## src/rtl/logic_sweep_ctrl_pkg.sv

```systemverilog
// Shared types and widths for the logic sweep sequencer.
package logic_sweep_ctrl_pkg;

   localparam int unsigned VecW = 4;
   localparam int unsigned TtW  = 16;
   localparam int unsigned CntW = 8;
   localparam int unsigned ErrW = 5;

   localparam logic [VecW-1:0] LastVec = 4'hF;

   typedef enum logic [1:0] {
      StIdle   = 2'd0,
      StSettle = 2'd1,
      StSample = 2'd2,
      StDone   = 2'd3
   } state_e;

endpackage

```

## src/rtl/logic_sweep_ctrl_settle_timer.sv

```systemverilog
// Settle interval counter: counts up while enabled, flags the last settle cycle.
module logic_sweep_ctrl_settle_timer
   import logic_sweep_ctrl_pkg::*;
#(
   parameter int unsigned Limit = 2
) (
   input  logic clk_i,
   input  logic rst_i,
   input  logic clr_i,
   input  logic inc_i,
   output logic expire_o
);

   localparam logic [CntW-1:0] LastCnt = CntW'(Limit - 1);

   logic [CntW-1:0] cnt_q, cnt_d;

   always_comb begin
      cnt_d = cnt_q;
      if (clr_i) begin
         cnt_d = '0;
      end else if (inc_i) begin
         cnt_d = cnt_q + 1'b1;
      end
   end

   always_ff @(posedge clk_i) begin
      if (rst_i) begin
         cnt_q <= '0;
      end else begin
         cnt_q <= cnt_d;
      end
   end

   assign expire_o = (cnt_q == LastCnt);

endmodule

```

## src/rtl/logic_sweep_ctrl.sv

```systemverilog
// Walks all 16 input vectors of a 4-input logic block, samples y after a settle
// interval and compares the measured truth table against a latched expected table.
module logic_sweep_ctrl
   import logic_sweep_ctrl_pkg::*;
#(
   parameter int unsigned SETTLE_CYCLES = 2
) (
   input  logic            clk,
   input  logic            rst,
   input  logic            start,
   input  logic            abort,
   input  logic [TtW-1:0]  exp_tt,
   input  logic            y,
   output logic            a,
   output logic            b,
   output logic            c,
   output logic            d,
   output logic            busy,
   output logic            done,
   output logic [TtW-1:0]  tt,
   output logic            pass,
   output logic [ErrW-1:0] err_cnt,
   output logic            fail_valid,
   output logic [VecW-1:0] first_fail
);

   state_e            state_q, state_d;
   logic [VecW-1:0]   idx_q, idx_d;
   logic [TtW-1:0]    exp_q, exp_d;
   logic [TtW-1:0]    tt_q, tt_d;
   logic [ErrW-1:0]   err_q, err_d;
   logic              fv_q, fv_d;
   logic [VecW-1:0]   ff_q, ff_d;
   logic              pass_q, pass_d;
   logic              busy_q, busy_d;

   logic              tmr_clr;
   logic              tmr_inc;
   logic              tmr_expire;
   logic              accept;
   logic              mismatch;
   logic              last_vec;

   logic_sweep_ctrl_settle_timer #(
      .Limit (SETTLE_CYCLES)
   ) u_settle_timer (
      .clk_i    (clk),
      .rst_i    (rst),
      .clr_i    (tmr_clr),
      .inc_i    (tmr_inc),
      .expire_o (tmr_expire)
   );

   // Counter runs only in SETTLE; every other state leaves it cleared for the next vector.
   assign tmr_clr  = (state_q != StSettle);
   assign tmr_inc  = (state_q == StSettle) && !tmr_expire;
   assign accept   = (state_q == StIdle) && start && !abort;
   assign mismatch = y ^ exp_q[idx_q];
   assign last_vec = (idx_q == LastVec);

   // State register
   always_ff @(posedge clk) begin
      if (rst) begin
         state_q <= StIdle;
      end else begin
         state_q <= state_d;
      end
   end

   // Next-state logic
   always_comb begin
      state_d = state_q;
      unique case (state_q)
         StIdle: begin
            if (accept) state_d = StSettle;
         end
         StSettle: begin
            if (abort)           state_d = StIdle;
            else if (tmr_expire) state_d = StSample;
         end
         StSample: begin
            if (abort)         state_d = StIdle;
            else if (last_vec) state_d = StDone;
            else               state_d = StSettle;
         end
         StDone: begin
            state_d = StIdle;
         end
         default: state_d = StIdle;
      endcase
   end

   // Datapath next-state
   always_comb begin
      idx_d  = idx_q;
      exp_d  = exp_q;
      tt_d   = tt_q;
      err_d  = err_q;
      fv_d   = fv_q;
      ff_d   = ff_q;
      pass_d = pass_q;
      busy_d = busy_q;

      if (accept) begin
         exp_d  = exp_tt;
         idx_d  = '0;
         tt_d   = '0;
         err_d  = '0;
         fv_d   = 1'b0;
         ff_d   = '0;
         pass_d = 1'b0;
         busy_d = 1'b1;
      end else if (abort && (state_q != StIdle)) begin
         // Partial results stay visible for debug; only the drive and status reset.
         idx_d  = '0;
         pass_d = 1'b0;
         busy_d = 1'b0;
      end else if (state_q == StSample) begin
         tt_d[idx_q] = y;
         if (mismatch) begin
            err_d = err_q + 1'b1;
            if (!fv_q) begin
               fv_d = 1'b1;
               ff_d = idx_q;
            end
         end
         if (last_vec) begin
            busy_d = 1'b0;
            pass_d = (err_q == '0) && !mismatch;
         end else begin
            idx_d = idx_q + 1'b1;
         end
      end
   end

   always_ff @(posedge clk) begin
      if (rst) begin
         idx_q  <= '0;
         exp_q  <= '0;
         tt_q   <= '0;
         err_q  <= '0;
         fv_q   <= 1'b0;
         ff_q   <= '0;
         pass_q <= 1'b0;
         busy_q <= 1'b0;
      end else begin
         idx_q  <= idx_d;
         exp_q  <= exp_d;
         tt_q   <= tt_d;
         err_q  <= err_d;
         fv_q   <= fv_d;
         ff_q   <= ff_d;
         pass_q <= pass_d;
         busy_q <= busy_d;
      end
   end

   // Outputs
   always_comb begin
      {a, b, c, d} = idx_q;
      done         = (state_q == StDone);
      busy         = busy_q;
      tt           = tt_q;
      pass         = pass_q;
      err_cnt      = err_q;
      fail_valid   = fv_q;
      first_fail   = ff_q;
   end

endmodule

```

## config.mk

```make
export PLATFORM = sky130hd
export DESIGN_NAME = logic_sweep_ctrl
export DESIGN_NICKNAME = d
export VERILOG_FILES = /design/src/rtl/logic_sweep_ctrl_pkg.sv /design/src/rtl/logic_sweep_ctrl_settle_timer.sv /design/src/rtl/logic_sweep_ctrl.sv
export SDC_FILE = /design/constraint.sdc
export NUM_CORES = 1
export LEC_CHECK = 0
export CORE_MARGIN = 2
export CORE_UTILIZATION = 30
export DETAILED_ROUTE_END_ITERATION = 8
export RECOVER_POWER = 100
export REMOVE_ABC_BUFFERS = 1
export SLEW_MARGIN = 5
export SYNTH_ARGS = -nofsm -noshare
export SYNTH_HDL_FRONTEND = slang
export SYNTH_SLANG_ARGS = --single-unit
export TNS_END_PERCENT = 100
```

## constraint.sdc

```tcl
create_clock -name clk -period 2.62 [get_ports clk]
set_input_delay 0.262 -clock clk [delete_from_list [all_inputs] [get_ports clk]]
set_output_delay 0.262 -clock clk [all_outputs]
set_load 0.02 [all_outputs]
```

# == Word level (Yosys, flattened, before mapping) ==
# Index checks and enable logic that the tools add are counted.
# word_totals
regBits,58
inputBits,21
out_inout_bits,33
# classes
n_addsub,3
n_lt_le_gt_ge,2
n_eq_ne,8
mux,15
bitwise_logic,4
n_reduce_logical,24
# ops
op,n
$bwmux W16,1
$mux W2,5
$reduce_and A2 Y1,5
$add A8 B1 Y8 const B,1
$eq A8 B1 Y1 const B,1
$pmux W2 S4,1
$logic_and A1 B1 Y1,6
$mux W1,6
$reduce_bool A3 Y1,2
$add A5 B1 Y5 const B,1
$logic_not A5 Y1,1
$lt A4 B5 Y1 const B,1
$add A4 B1 Y4 const B,1
$bmux W1 S4,1
$demux W1 S4,1
$eq A2 B2 Y1 const B,2
$eq A4 B4 Y1 const B,1
$ge A4 B1 Y1 const B,1
$reduce_and A4 Y1,1
$reduce_or A2 Y1,2
$logic_not A1 Y1,3
$ne A3 B3 Y1 const B,1
$not A1 Y1,3
$reduce_and A3 Y1,1
other kinds (7),7

# == Longest topological paths before layout ==
# depth
depth_word,5
mapped_depth,7
depth_no_buf,7

# == Cells and area by module ==
# Synthesis repeated with hierarchy kept, for this count alone.
# hier_totals
cells_unflattened,300
hier_area_um2,2578.7
# modules_own_cells
mod,n_inst,cells_each,area_each_um2,seq_area_each_um2
logic_sweep_ctrl,1,258,2205.9,1001.0
logic_sweep_ctrl_settle_timer,1,42,372.9,160.2

# == Least setup slack after synthesis ==
# No wires, ideal clock.
# synth_path
path_type,register -> register
from,register idx_q[2]
to,"register err_q[4], in the netlist err_cnt[4]"
arrival_time_ns,2.388
setup_slack_ns,0.162
path_stages_with_launch,7
path_buffers,1
synth_period_minus_slack_ns,2.458
cell_sequence,dfxtp_1 buf_6 mux4_2 mux4_2 mux2i_4 or3_1 a21oi_1
# synth_via
elab_chain_cells,4
# synth_lines
item,line,text
start: declaration,logic_sweep_ctrl.sv:28,"logic [VecW-1:0] idx_q, idx_d;"
start signal: assignment,logic_sweep_ctrl.sv:147,idx_q <= idx_d;
$bmux W1 S4,logic_sweep_ctrl.sv:58,assign mismatch = y ^ exp_q[idx_q];
$mux W1 (implied by the code),logic_sweep_ctrl.sv:58,
$xor A1 B1 Y1,logic_sweep_ctrl.sv:58,
$reduce_and A3 Y1 (no source line),-,
end signal: assignment,logic_sweep_ctrl.sv:150,err_q <= err_d;
end: declaration,logic_sweep_ctrl.sv:31,"logic [ErrW-1:0] err_q, err_d;"
# Every way passes these cells. The select of a mux whose other input is x is not followed.
# A chain may end at the register's enable or synchronous reset.

# == Final worst setup path ==
# Same ends and word-level chain as after synthesis.

==> flow_metrics.tcl <==
set metrics [dict create \
    slew_violations 0 \
    layout-drive-gt1-share_pct 8.43 \
    hold_viol 0 \
    yosysUniqueCellTypes 33 \
    endpoint_kind "flip-flop" \
    insertion_delay_ps 340 \
    h-tree-depth 3 \
    crit_required_ps 2890 \
    die_y_um 97.0 \
    yosys_warnings 0 \
    syn_inst 292 \
    fin_nets 380 \
    fin_crit_sh_pct 93.1 \
    vias 2183 \
    cts.sinks 58 \
    fin_crit_ps 2440 \
    antenna_found_initial 0 \
    drt-total-wl_um 6130 \
    num_rows 33 \
    grt_pass1_vias 2069 \
    track_usage_pct 13.8 \
    cp_max_fo 11 \
    cts.clk_slew.worst_paths_ps 70 \
    outcome "completed" \
    relSlewSlack_pct 53.7 \
    tightest_slew_ps 694 \
    dieArea_um2 9400 \
    p_leak_nw 1.39 \
    wl_per_cell_um 13.3 \
    cap_violations 0 \
    hpwl_um 4370 \
    path_class "reg2reg" \
    core_area_um2 8300 \
    grt_max_degree 21 \
    cts_buffers 9 \
    ant_nets 0 \
    syn2layout_area_growth_pct 32.7 \
    skew_ps 10.4 \
    rsz0062_at_grt "false" \
    cts_resized 0 \
    max_freq_mhz 410 \
    n_antenna_cell 0 \
    powerDensity_nw_per_um2 520 \
    via_per_inst 4.74 \
    grt_pass1_wl_um 10300 \
    synth_area_um2 2590 \
    cts-root-buf "clkbuf_8" \
    cp.arrival_ps 2710 \
    cts_tree "done" \
    drt_first_pass_iters 4 \
    drc 0 \
    ios 54 \
    gp_congestion 0.726 \
    synth-seq-cells 58 \
    seq_area_frac_synth_pct 44.8 \
    rrSetupSlack_ps 180 \
    die_w_um 97.0 \
    initial_utilization_pct 31.2 \
    clk_path_buf_depth 2 \
    worstHoldPathType "reg2reg" \
    drt_iter0_drc 50 \
    final_area_um2 3440 \
    ir_worst_vdd_uv 261 \
    gr-total-overflow 0 \
    start_kind "flip-flop" \
    syn_avg_cell_area_um2 8.88 \
    setup_tns_ps 0 \
    setup_viol 0 \
    placedInstanceArea_um2 3250 \
    place.port_buffers 53 \
]
worst paths after layout:
path         startpoint    endpoint  depth (start not counted)
max reg2reg    idx_q[2]  err_cnt[4]                          5
max            idx_q[2]  err_cnt[4]                          5
min            exp_q[0]    exp_q[0]                          2
min reg2reg    exp_q[0]    exp_q[0]                          2
critical path, stage by stage, from the launching register on:
cell and delay, ps:
dfxtp_1 460, mux4_1 600, mux4_2 550, mux2i_4 260, or3_1 360, a21oi_1 140
per-stage QoR:
stage          utilization [%]  instances  worst slack, ps  hold slack [ps]  total power, W
3_5_place_dp              39.2        443              124              448         0.00104
2_1_floorplan                -        275             7.51              331        0.000971
3_3_place_gp              39.2        443              204              448         0.00104
4_1_cts                   41.5        459              125              452         0.00183
5_1_grt                   41.5        461             42.1              471         0.00187
6_report                  41.5        461              182              457         0.00179
sequential cells by signal, indices dropped and copies added (netlist names):
signal,count
first_fail,4
pass,1
err_cnt,5
fail_valid,1
exp_q,16
idx_q,4
tt,16
busy,1
state_q,2
u_settle_timer.cnt_q,8
cell usage in the layout, fill, tap and decap left out, types with 5 or more instances in the layout:
master / instances
xor2_1: 6
nand3_1: 21
a21oi_1: 24
nor2_1: 36
clkdlybuf4s50_1: 19
buf_4: 7
clkbuf_8: 12
dfxtp_1: 58
ha_1: 8
nand4_1: 5
xnor2_1: 5
mux2i_1: 16
inv_1: 9
o21ai_0: 6
dlygate4sd3_1: 34
nand2_1: 42
cell type report:
class | instances | area, um^2
clock buffer | 12 | 165
clock inverter | 4 | 25.0
sequential | 58 | 1160
tap | 105 | 131
inverter | 9 | 33.8
multi-input combinational | 208 | 1320
timing repair buffer | 65 | 606
fill | 841 | 4860
logic make-up (layout without fill, tap and decap cells):
logic type | Yosys count | count (layout) | share of synthesized area (%)
mux | 22 | 22 | 11.7
simple gates | 125 | 125 | 22.1
buf+inv | 26 | 90 | 4.34
fa+ha+maj | 8 | 8 | 3.86
compound gates | 42 | 42 | 9.56
xor+xnor | 11 | 11 | 3.72
flops | 58 | 58 | 44.8
Yosys cell counts (all sizes together):
master	n	area share (%)
and2	4	0.97
mux4	5	4.6
dfxtp	58	45
and4	1	0.34
or3b	2	0.68
o41ai	4	1.4
nor3b	1	0.29
xor2	6	2.0
inv	9	1.3
a2bb2oi	1	0.34
a21oi	24	4.6
nand2b	2	0.48
mux2i	17	7.0
nor4b	2	0.68
nand2	42	6.1
nand3	21	4.1
or3	3	0.72
xnor2	5	1.7
nor2b	3	0.72
nor4	1	0.24
ha	8	3.9
o211ai	4	1.2
nor2	36	5.2
a311oi	1	0.34
buf	3	1.0
o21ai	6	1.2
a211oi	2	0.58
nor3	2	0.39
clkbuf	14	2.0
nand4	5	1.2
routing by layer:
layer | track usage, % | up-vias | part of all wire [%]
met4 | 5.20 | 0 | 1.5
met2 | 19.9 | 51 | 44
met1 | 18.5 | 997 | 49
met5 | 0 | - | 0
met3 | 5.20 | 8 | 5.5
li1 | - | 1127 | -
repair_timing:
action / CTS / global route
endpoints found under the setup margin: 0 / 1
buffers inserted: 0 / 2
hold buffers: 0 / 0
power by group:
part / leakage (nW) / switching [W] / internal [W] / total (W)
Clock: 0.0944 / 0.000359 / 0.000417 / 0.000776
Sequential: 0.469 / 0.00000955 / 0.000896 / 0.000906
Combinational: 0.831 / 0.0000563 / 0.0000533 / 0.000110
Total: 1.39 / 0.000425 / 0.00137 / 0.00179
No activity file was read; power rests on OpenSTA's default activity.
